$ cat config.mk
export PLATFORM = sky130hd
export DESIGN_NAME = rx_frame_controller
export DESIGN_NICKNAME = d
export VERILOG_FILES = /design/src/rtl/nic_pkg.sv /design/src/rtl/rx_ctrl_fifo.sv /design/src/rtl/rx_frame_controller.sv
export SDC_FILE = /design/constraint.sdc
export NUM_CORES = 1
export LEC_CHECK = 0
export CAP_MARGIN = 20
export CORE_UTILIZATION = 39
export DETAILED_ROUTE_END_ITERATION = 12
export GPL_ROUTABILITY_DRIVEN = 0
export PLACE_DENSITY = 0.59
export SYNTH_ARGS = -nofsm -noshare
export SYNTH_HDL_FRONTEND = slang
export SYNTH_HIERARCHICAL = 1
export SYNTH_SLANG_ARGS = --single-unit
$ cat constraint.sdc
create_clock -name clock -period 3.3 [get_ports clock]
set_input_delay 0.66 -clock clock [delete_from_list [all_inputs] [get_ports clock]]
set_output_delay 0.66 -clock clock [all_outputs]
set_load 0.02 [all_outputs]
$ cat src/rtl/nic_pkg.sv
// Shared types and constants for the receive frame controller and its output FIFO.
package nic_pkg;

   typedef enum logic [1:0] {
      ST_IDLE,
      ST_PREAMBLE,
      ST_PAYLOAD,
      ST_DROP
   } rx_state_e;

   localparam logic [7:0] PREAMBLE_BYTE = 8'h55;
   localparam logic [7:0] SFD_BYTE      = 8'hD5;

   localparam int DEFAULT_MAX_FRAME_BYTES = 1518;
   localparam int DEFAULT_MIN_FRAME_BYTES = 64;

   localparam int FIFO_ENTRY_W = 11;

   typedef struct packed {
      logic       err;
      logic       eof;
      logic       sof;
      logic [7:0] data;
   } fifo_entry_t;

endpackage

$ cat src/rtl/rx_ctrl_fifo.sv
// Synchronous output FIFO; pointers carry one extra wrap bit to tell full from empty.
module rx_ctrl_fifo
   import nic_pkg::*;
#(
   parameter int DEPTH = 4
) (
   input  logic        clock,
   input  logic        reset_n,
   input  logic        push,
   input  fifo_entry_t push_data,
   input  logic        pop,
   output fifo_entry_t head,
   output logic        full,
   output logic        empty
);

   localparam int AW = $clog2(DEPTH);

   logic [AW:0] wr_q;
   logic [AW:0] rd_q;
   fifo_entry_t mem_q [DEPTH];
   logic        do_push;
   logic        do_pop;

   assign empty   = (wr_q == rd_q);
   assign full    = (wr_q[AW] != rd_q[AW]) && (wr_q[AW-1:0] == rd_q[AW-1:0]);
   assign do_pop  = pop && !empty;
   // A pop frees the slot in the same cycle, so a full FIFO can still accept.
   assign do_push = push && (!full || do_pop);
   assign head    = mem_q[rd_q[AW-1:0]];

   always_ff @(posedge clock or negedge reset_n) begin
      if (!reset_n) begin
         wr_q <= '0;
         rd_q <= '0;
      end else begin
         if (do_push) wr_q <= wr_q + 1'b1;
         if (do_pop)  rd_q <= rd_q + 1'b1;
      end
   end

   always_ff @(posedge clock) begin
      if (do_push) mem_q[wr_q[AW-1:0]] <= push_data;
   end

endmodule

$ cat src/rtl/rx_frame_controller.sv
// Strips preamble/SFD, checks frame length and queues payload bytes with sof/eof/err flags.
// Optional statistics counters are enabled by defining RX_FRAME_STATS_EN.
module rx_frame_controller
   import nic_pkg::*;
#(
   parameter int MAX_FRAME_BYTES = DEFAULT_MAX_FRAME_BYTES,
   parameter int MIN_FRAME_BYTES = DEFAULT_MIN_FRAME_BYTES,
   parameter int FIFO_DEPTH      = 4
) (
   input  logic        clock,
   input  logic        reset_n,
   input  logic        frame_active,
   input  logic [7:0]  byte_in,
   input  logic        byte_valid,
   output logic [7:0]  out_data,
   output logic        out_valid,
   input  logic        out_ready,
   output logic        out_sof,
   output logic        out_eof,
   output logic        out_err
`ifdef RX_FRAME_STATS_EN
   ,
   output logic [15:0] frame_count,
   output logic [15:0] err_count
`endif
);

   localparam int CW = $clog2(MAX_FRAME_BYTES + 1);
   localparam logic [CW-1:0] MAX_C = CW'(MAX_FRAME_BYTES);
   localparam logic [CW-1:0] MIN_C = CW'(MIN_FRAME_BYTES);

   rx_state_e   state_q, state_d;
   logic [7:0]  held_q, held_d;
   logic        have_q, have_d;
   logic        sof_q, sof_d;
   logic        end_q, end_d;
   logic        pend_q, pend_d;
   logic [CW-1:0] count_q, count_d;

   logic        push_req;
   fifo_entry_t push_entry;
   logic        fifo_space;
   logic        fifo_push;
   fifo_entry_t fifo_data;
   fifo_entry_t fifo_head;
   fifo_entry_t out_entry;
   logic        fifo_full;
   logic        fifo_empty;
   logic        fifo_pop;

   assign fifo_pop   = out_ready && !fifo_empty;
   assign fifo_space = !fifo_full || fifo_pop;

   always_comb begin
      state_d    = state_q;
      held_d     = held_q;
      have_d     = have_q;
      sof_d      = sof_q;
      end_d      = end_q;
      pend_d     = pend_q;
      count_d    = count_q;
      push_req   = 1'b0;
      push_entry = '0;
      fifo_push  = 1'b0;
      fifo_data  = '0;
      case (state_q)
         ST_IDLE: begin
            if (frame_active) state_d = pend_q ? ST_DROP : ST_PREAMBLE;
         end
         ST_PREAMBLE: begin
            if (!frame_active) begin
               state_d = ST_IDLE;
            end else if (byte_valid) begin
               if (byte_in == SFD_BYTE) begin
                  state_d = ST_PAYLOAD;
                  count_d = '0;
                  have_d  = 1'b0;
                  sof_d   = 1'b1;
                  end_d   = 1'b0;
               end else if (byte_in != PREAMBLE_BYTE) begin
                  state_d = ST_DROP;
               end
            end
         end
         ST_PAYLOAD: begin
            // end_q marks a last byte that arrived together with the envelope falling.
            if (end_q || (!frame_active && !byte_valid)) begin
               state_d = ST_IDLE;
               end_d   = 1'b0;
               if (have_q) begin
                  push_req   = 1'b1;
                  push_entry = {(count_q < MIN_C), 1'b1, sof_q, held_q};
               end
            end else if (byte_valid) begin
               if (count_q == MAX_C) begin
                  push_req   = 1'b1;
                  push_entry = {1'b1, 1'b1, sof_q, held_q};
                  state_d    = ST_DROP;
               end else begin
                  if (have_q) begin
                     push_req   = 1'b1;
                     push_entry = {1'b0, 1'b0, sof_q, held_q};
                     sof_d      = 1'b0;
                  end
                  held_d  = byte_in;
                  have_d  = 1'b1;
                  count_d = count_q + 1'b1;
                  end_d   = !frame_active;
               end
            end
         end
         default: begin
            if (!frame_active) state_d = ST_IDLE;
         end
      endcase

      if (push_req) begin
         if (fifo_space) begin
            fifo_push = 1'b1;
            fifo_data = push_entry;
         end else begin
            state_d = ST_DROP;
            pend_d  = 1'b1;
         end
      end

      // While pending the FSM never pushes, so the terminator owns the write port.
      if (pend_q && fifo_space) begin
         fifo_push = 1'b1;
         fifo_data = {1'b1, 1'b1, 1'b0, 8'h00};
         pend_d    = 1'b0;
      end
   end

   always_ff @(posedge clock or negedge reset_n) begin
      if (!reset_n) begin
         state_q <= ST_IDLE;
         held_q  <= 8'h00;
         have_q  <= 1'b0;
         sof_q   <= 1'b0;
         end_q   <= 1'b0;
         pend_q  <= 1'b0;
         count_q <= '0;
      end else begin
         state_q <= state_d;
         held_q  <= held_d;
         have_q  <= have_d;
         sof_q   <= sof_d;
         end_q   <= end_d;
         pend_q  <= pend_d;
         count_q <= count_d;
      end
   end

   rx_ctrl_fifo #(
      .DEPTH (FIFO_DEPTH)
   ) u_fifo (
      .clock     (clock),
      .reset_n   (reset_n),
      .push      (fifo_push),
      .push_data (fifo_data),
      .pop       (fifo_pop),
      .head      (fifo_head),
      .full      (fifo_full),
      .empty     (fifo_empty)
   );

   assign out_entry = fifo_empty ? '0 : fifo_head;
   assign out_valid = !fifo_empty;
   assign out_data  = out_entry.data;
   assign out_sof   = out_entry.sof;
   assign out_eof   = out_entry.eof;
   assign out_err   = out_entry.err;

`ifdef RX_FRAME_STATS_EN
   logic [15:0] frame_cnt_q;
   logic [15:0] err_cnt_q;
   logic        frame_inc;
   logic        err_inc;

   assign frame_inc = fifo_push && fifo_data.eof && !fifo_data.err;
   assign err_inc   = (fifo_push && fifo_data.eof && fifo_data.err) ||
                      ((state_q == ST_PREAMBLE) && frame_active && byte_valid &&
                       (byte_in != SFD_BYTE) && (byte_in != PREAMBLE_BYTE));

   always_ff @(posedge clock or negedge reset_n) begin
      if (!reset_n) begin
         frame_cnt_q <= 16'h0000;
         err_cnt_q   <= 16'h0000;
      end else begin
         if (frame_inc && (frame_cnt_q != 16'hFFFF)) frame_cnt_q <= frame_cnt_q + 16'd1;
         if (err_inc && (err_cnt_q != 16'hFFFF))     err_cnt_q   <= err_cnt_q + 16'd1;
      end
   end

   assign frame_count = frame_cnt_q;
   assign err_count   = err_cnt_q;
`endif

endmodule

==> impl_metrics.ini <==
[run_status]
outcome = finished, final reports clean

[grt]
grt_pass1_vias = 2444
track_usage_pct = 16.9
antenna_found_initial = 0
grt.overflow.total = 0
grt_pass1_wl_um = 12800
grt_max_degree = 32

[critical_path]
crit_fanout = 9
cp.required_ns = 2.64
end_kind = output pin
regToRegEndpoint = u_fifo/mem_q[3][0]$_DFFE_PP_
crit_arrival_ns = 2.38
r2r_start = count_q[0]$_DFFE_PN0P_
crit_type = reg -> out
r2r_setup_slack_ns = 0.66
reg2regPathDepth = 9
critPathLaunchType = flip-flop

[sta]
period_needed_ns = 3.04
fin_skew_ns = 0.0110
worstMarginPinSlew_ns = 0.804
rsz0062_at_grt = false
hold_viol = 0
tns_ns = 0
finalCritPeriodShare_pct = 92.1
setup_ws_ns = 0.262
clock.fmax_mhz = 329
slew_viol_final = 0
slew_headroom_pct = 46.4
setup_viol = 0

[clock_tree]
clock_sinks = 75
cts_resized = 0
cts_buffers = 9
cts_setup_buffers = 0
cts_root_buf = clkbuf_8
cts_max_level = 3
clock_latency_ns = 0.34
cts_tree = done
ctsHoldBuffers = 0
cts_max_path_buffers = 2
clkSlewWorstSetupHoldPaths_ns = 0.08

[logic_synthesis]
synth.area.top_cells = edfxtp_1 35%, dfrtp_1 21%, mux4_2 6.6%
syn_inst = 281
synth-seq-area-share_pct = 55.6
synth_cell_type_count = 60
synth_top_area_cell = edfxtp_1
synth-main-ff-cell = edfxtp_1
yosysTopAreaCellShare_pct = 35.0
synth_area_per_cell_um2 = 13.4
synth.yosys.warnings = 6
synth_nets = 301
synth_edf_count = 44
ys_async_sr_fraction_pct = 41.3
synth.cell_area_um2 = 3770
ys_ff_latch = 75

[die]
rows = 35
die_w_um = 100
die-area_um2 = 10100
initial_core_util_pct = 40.6
core-area_um2 = 9280
die_h_um = 100
io_pins = 25

[run]
cap_violations = 0

[final_layout]
drive_gt1_share_pct = 20.4
mostFrequentLayoutCell = edfxtp_1
fin_util_pct = 47.2
fin_nets = 338
regArea_um2 = 2100
finalNonFillerCells = 452
antenna_cells = 0
multi_input_area_um2 = 1580
layout_common_cells = 44 x edfxtp_1, 31 x dfrtp_1, 24 x clkdlybuf4s50_1
area_delta_synth_final_pct = 16.3
fill_cells = 856

[routing]
routedWlPerCell_um = 16.9
routed_via_density = 5.40
drtAntennaViolNets = 0
dr.first_iter.drc_count = 113
drc = 0
vias = 2443
dr.pass1.iters = 4
drt_wl_total_um = 7660

[placed_design]
dp_slack_ns = 0.301
numPlacedInstances = 436
dpl.hpwl_um = 5460
portBuffers = 24

[hold_path]
min_path_cells = 1
holdPathEnd = held_q[0]$_DFFE_PN0P_
hold_class = reg -> reg
hold_start = held_q[0]$_DFFE_PN0P_

[power_and_ir_drop]
peakVddDrop_uv = 330
leakage_nw = 1.68
powerDensity_nw_per_um2 = 802
[kinds of logic (layout without fill, tap and decap cells)]
kind of cell,count (synthesis),after routing,share of synthesized area (%)
flip-flops,75,75,55.6
adder cells (fa/ha/maj),7,7,2.32
AND/OR/NAND/NOR,99,99,17.0
AO/OA/AOI/OAI,52,52,11.2
multiplexers,22,22,10.2
buffers and inverters,21,63,2.45
XOR/XNOR,5,5,1.16
[critical path, stage by stage (launching register included)]
cell and delay (ns):
dfrtp_1 0.55, buf_4 0.29, mux4_2 0.53, nor2b_1 0.14, clkdlybuf4s50_1 0.53
[synthesized netlist by cell type (4+ instances only)]
| master | n |
|---|---|
| or4_1 | 4 |
| nor3_1 | 10 |
| and2_1 | 15 |
| inv_1 | 12 |
| nor2_1 | 4 |
| nand3_1 | 8 |
| and3_1 | 6 |
| edfxtp_1 | 44 |
| dfrtp_1 | 31 |
| mux4_2 | 11 |
| nand2b_1 | 4 |
| ha_1 | 7 |
| mux2_2 | 6 |
| o21ai_0 | 7 |
| nand4_1 | 5 |
| buf_2 | 5 |
| nand2_1 | 12 |
| o31ai_1 | 4 |
| a21oi_1 | 6 |
| mux2_4 | 4 |
| nor2b_1 | 14 |
| a31oi_1 | 4 |
[registers in the layout, indices dropped and copies added (netlist names)]
signal        count
sof_q             1
end_q             1
pend_q            1
state_q           2
have_q            1
held_q            8
u_fifo/mem_q     44
u_fifo/rd_q       3
count_q          11
u_fifo/wr_q       3
[where the power goes]
part | switching [W] | internal [W] | leakage (nW)
clock network | 0.000358 | 0.000283 | 0.0868
registers | 0.000157 | 0.00119 | 0.806
logic | 0.000770 | 0.000762 | 0.786
[worst max-delay path by stage]
| stage | depth (start not counted) | from | to |
|---|---|---|---|
| floorplan | 8 | u_fifo/rd_q[1]$_DFFE_PN0P_ | u_fifo/mem_q[0][0]$_DFFE_PP_ |
| global placement | 8 | byte_valid | u_fifo/mem_q[3][3]$_DFFE_PP_ |
| detailed placement | 8 | byte_valid | u_fifo/mem_q[3][6]$_DFFE_PP_ |
| CTS | 4 | u_fifo/rd_q[0]$_DFFE_PN0P_ | out_data[0] |
| global route | 4 | u_fifo/rd_q[0]$_DFFE_PN0P_ | out_data[0] |
| finish | 4 | u_fifo/rd_q[0]$_DFFE_PN0P_ | out_data[0] |
[metal layers]
| metal | wire (um) | vias up | global-route usage (%) |
|---|---|---|---|
| met4 | 60 | 0 | 5.46 |
| met1 | 3600 | 1185 | 22.9 |
| met2 | 3600 | 80 | 27.2 |
| met5 | 0 | - | 0 |
| met3 | 394 | 8 | 3.62 |
| li1 | - | 1170 | - |
[through the flow]
stage | total power (W) | hold WS [ns] | instance area [um^2]
CTS | 0.00356 | 0.508 | 4390
detailed placement | 0.00291 | 0.490 | 4210
finish | 0.00351 | 0.502 | 4390
global placement | 0.00289 | 0.480 | 4210
floorplan | 0.00234 | 0.364 | 3770
global route | 0.00374 | 0.521 | 4390
[layout make-up]
cell class                      count  share of cell area (%)
Timing Repair Buffer               35                    7.36
Multi-Input combinational cell    185                    36.1
Clock buffer                       10                    2.91
Clock inverter                      6                    1.11
Tap cell                          129                    3.68
Inverter                           12                    1.03
Sequential cell                    75                    47.8
Note: power is estimated with default switching activity, not from simulation.
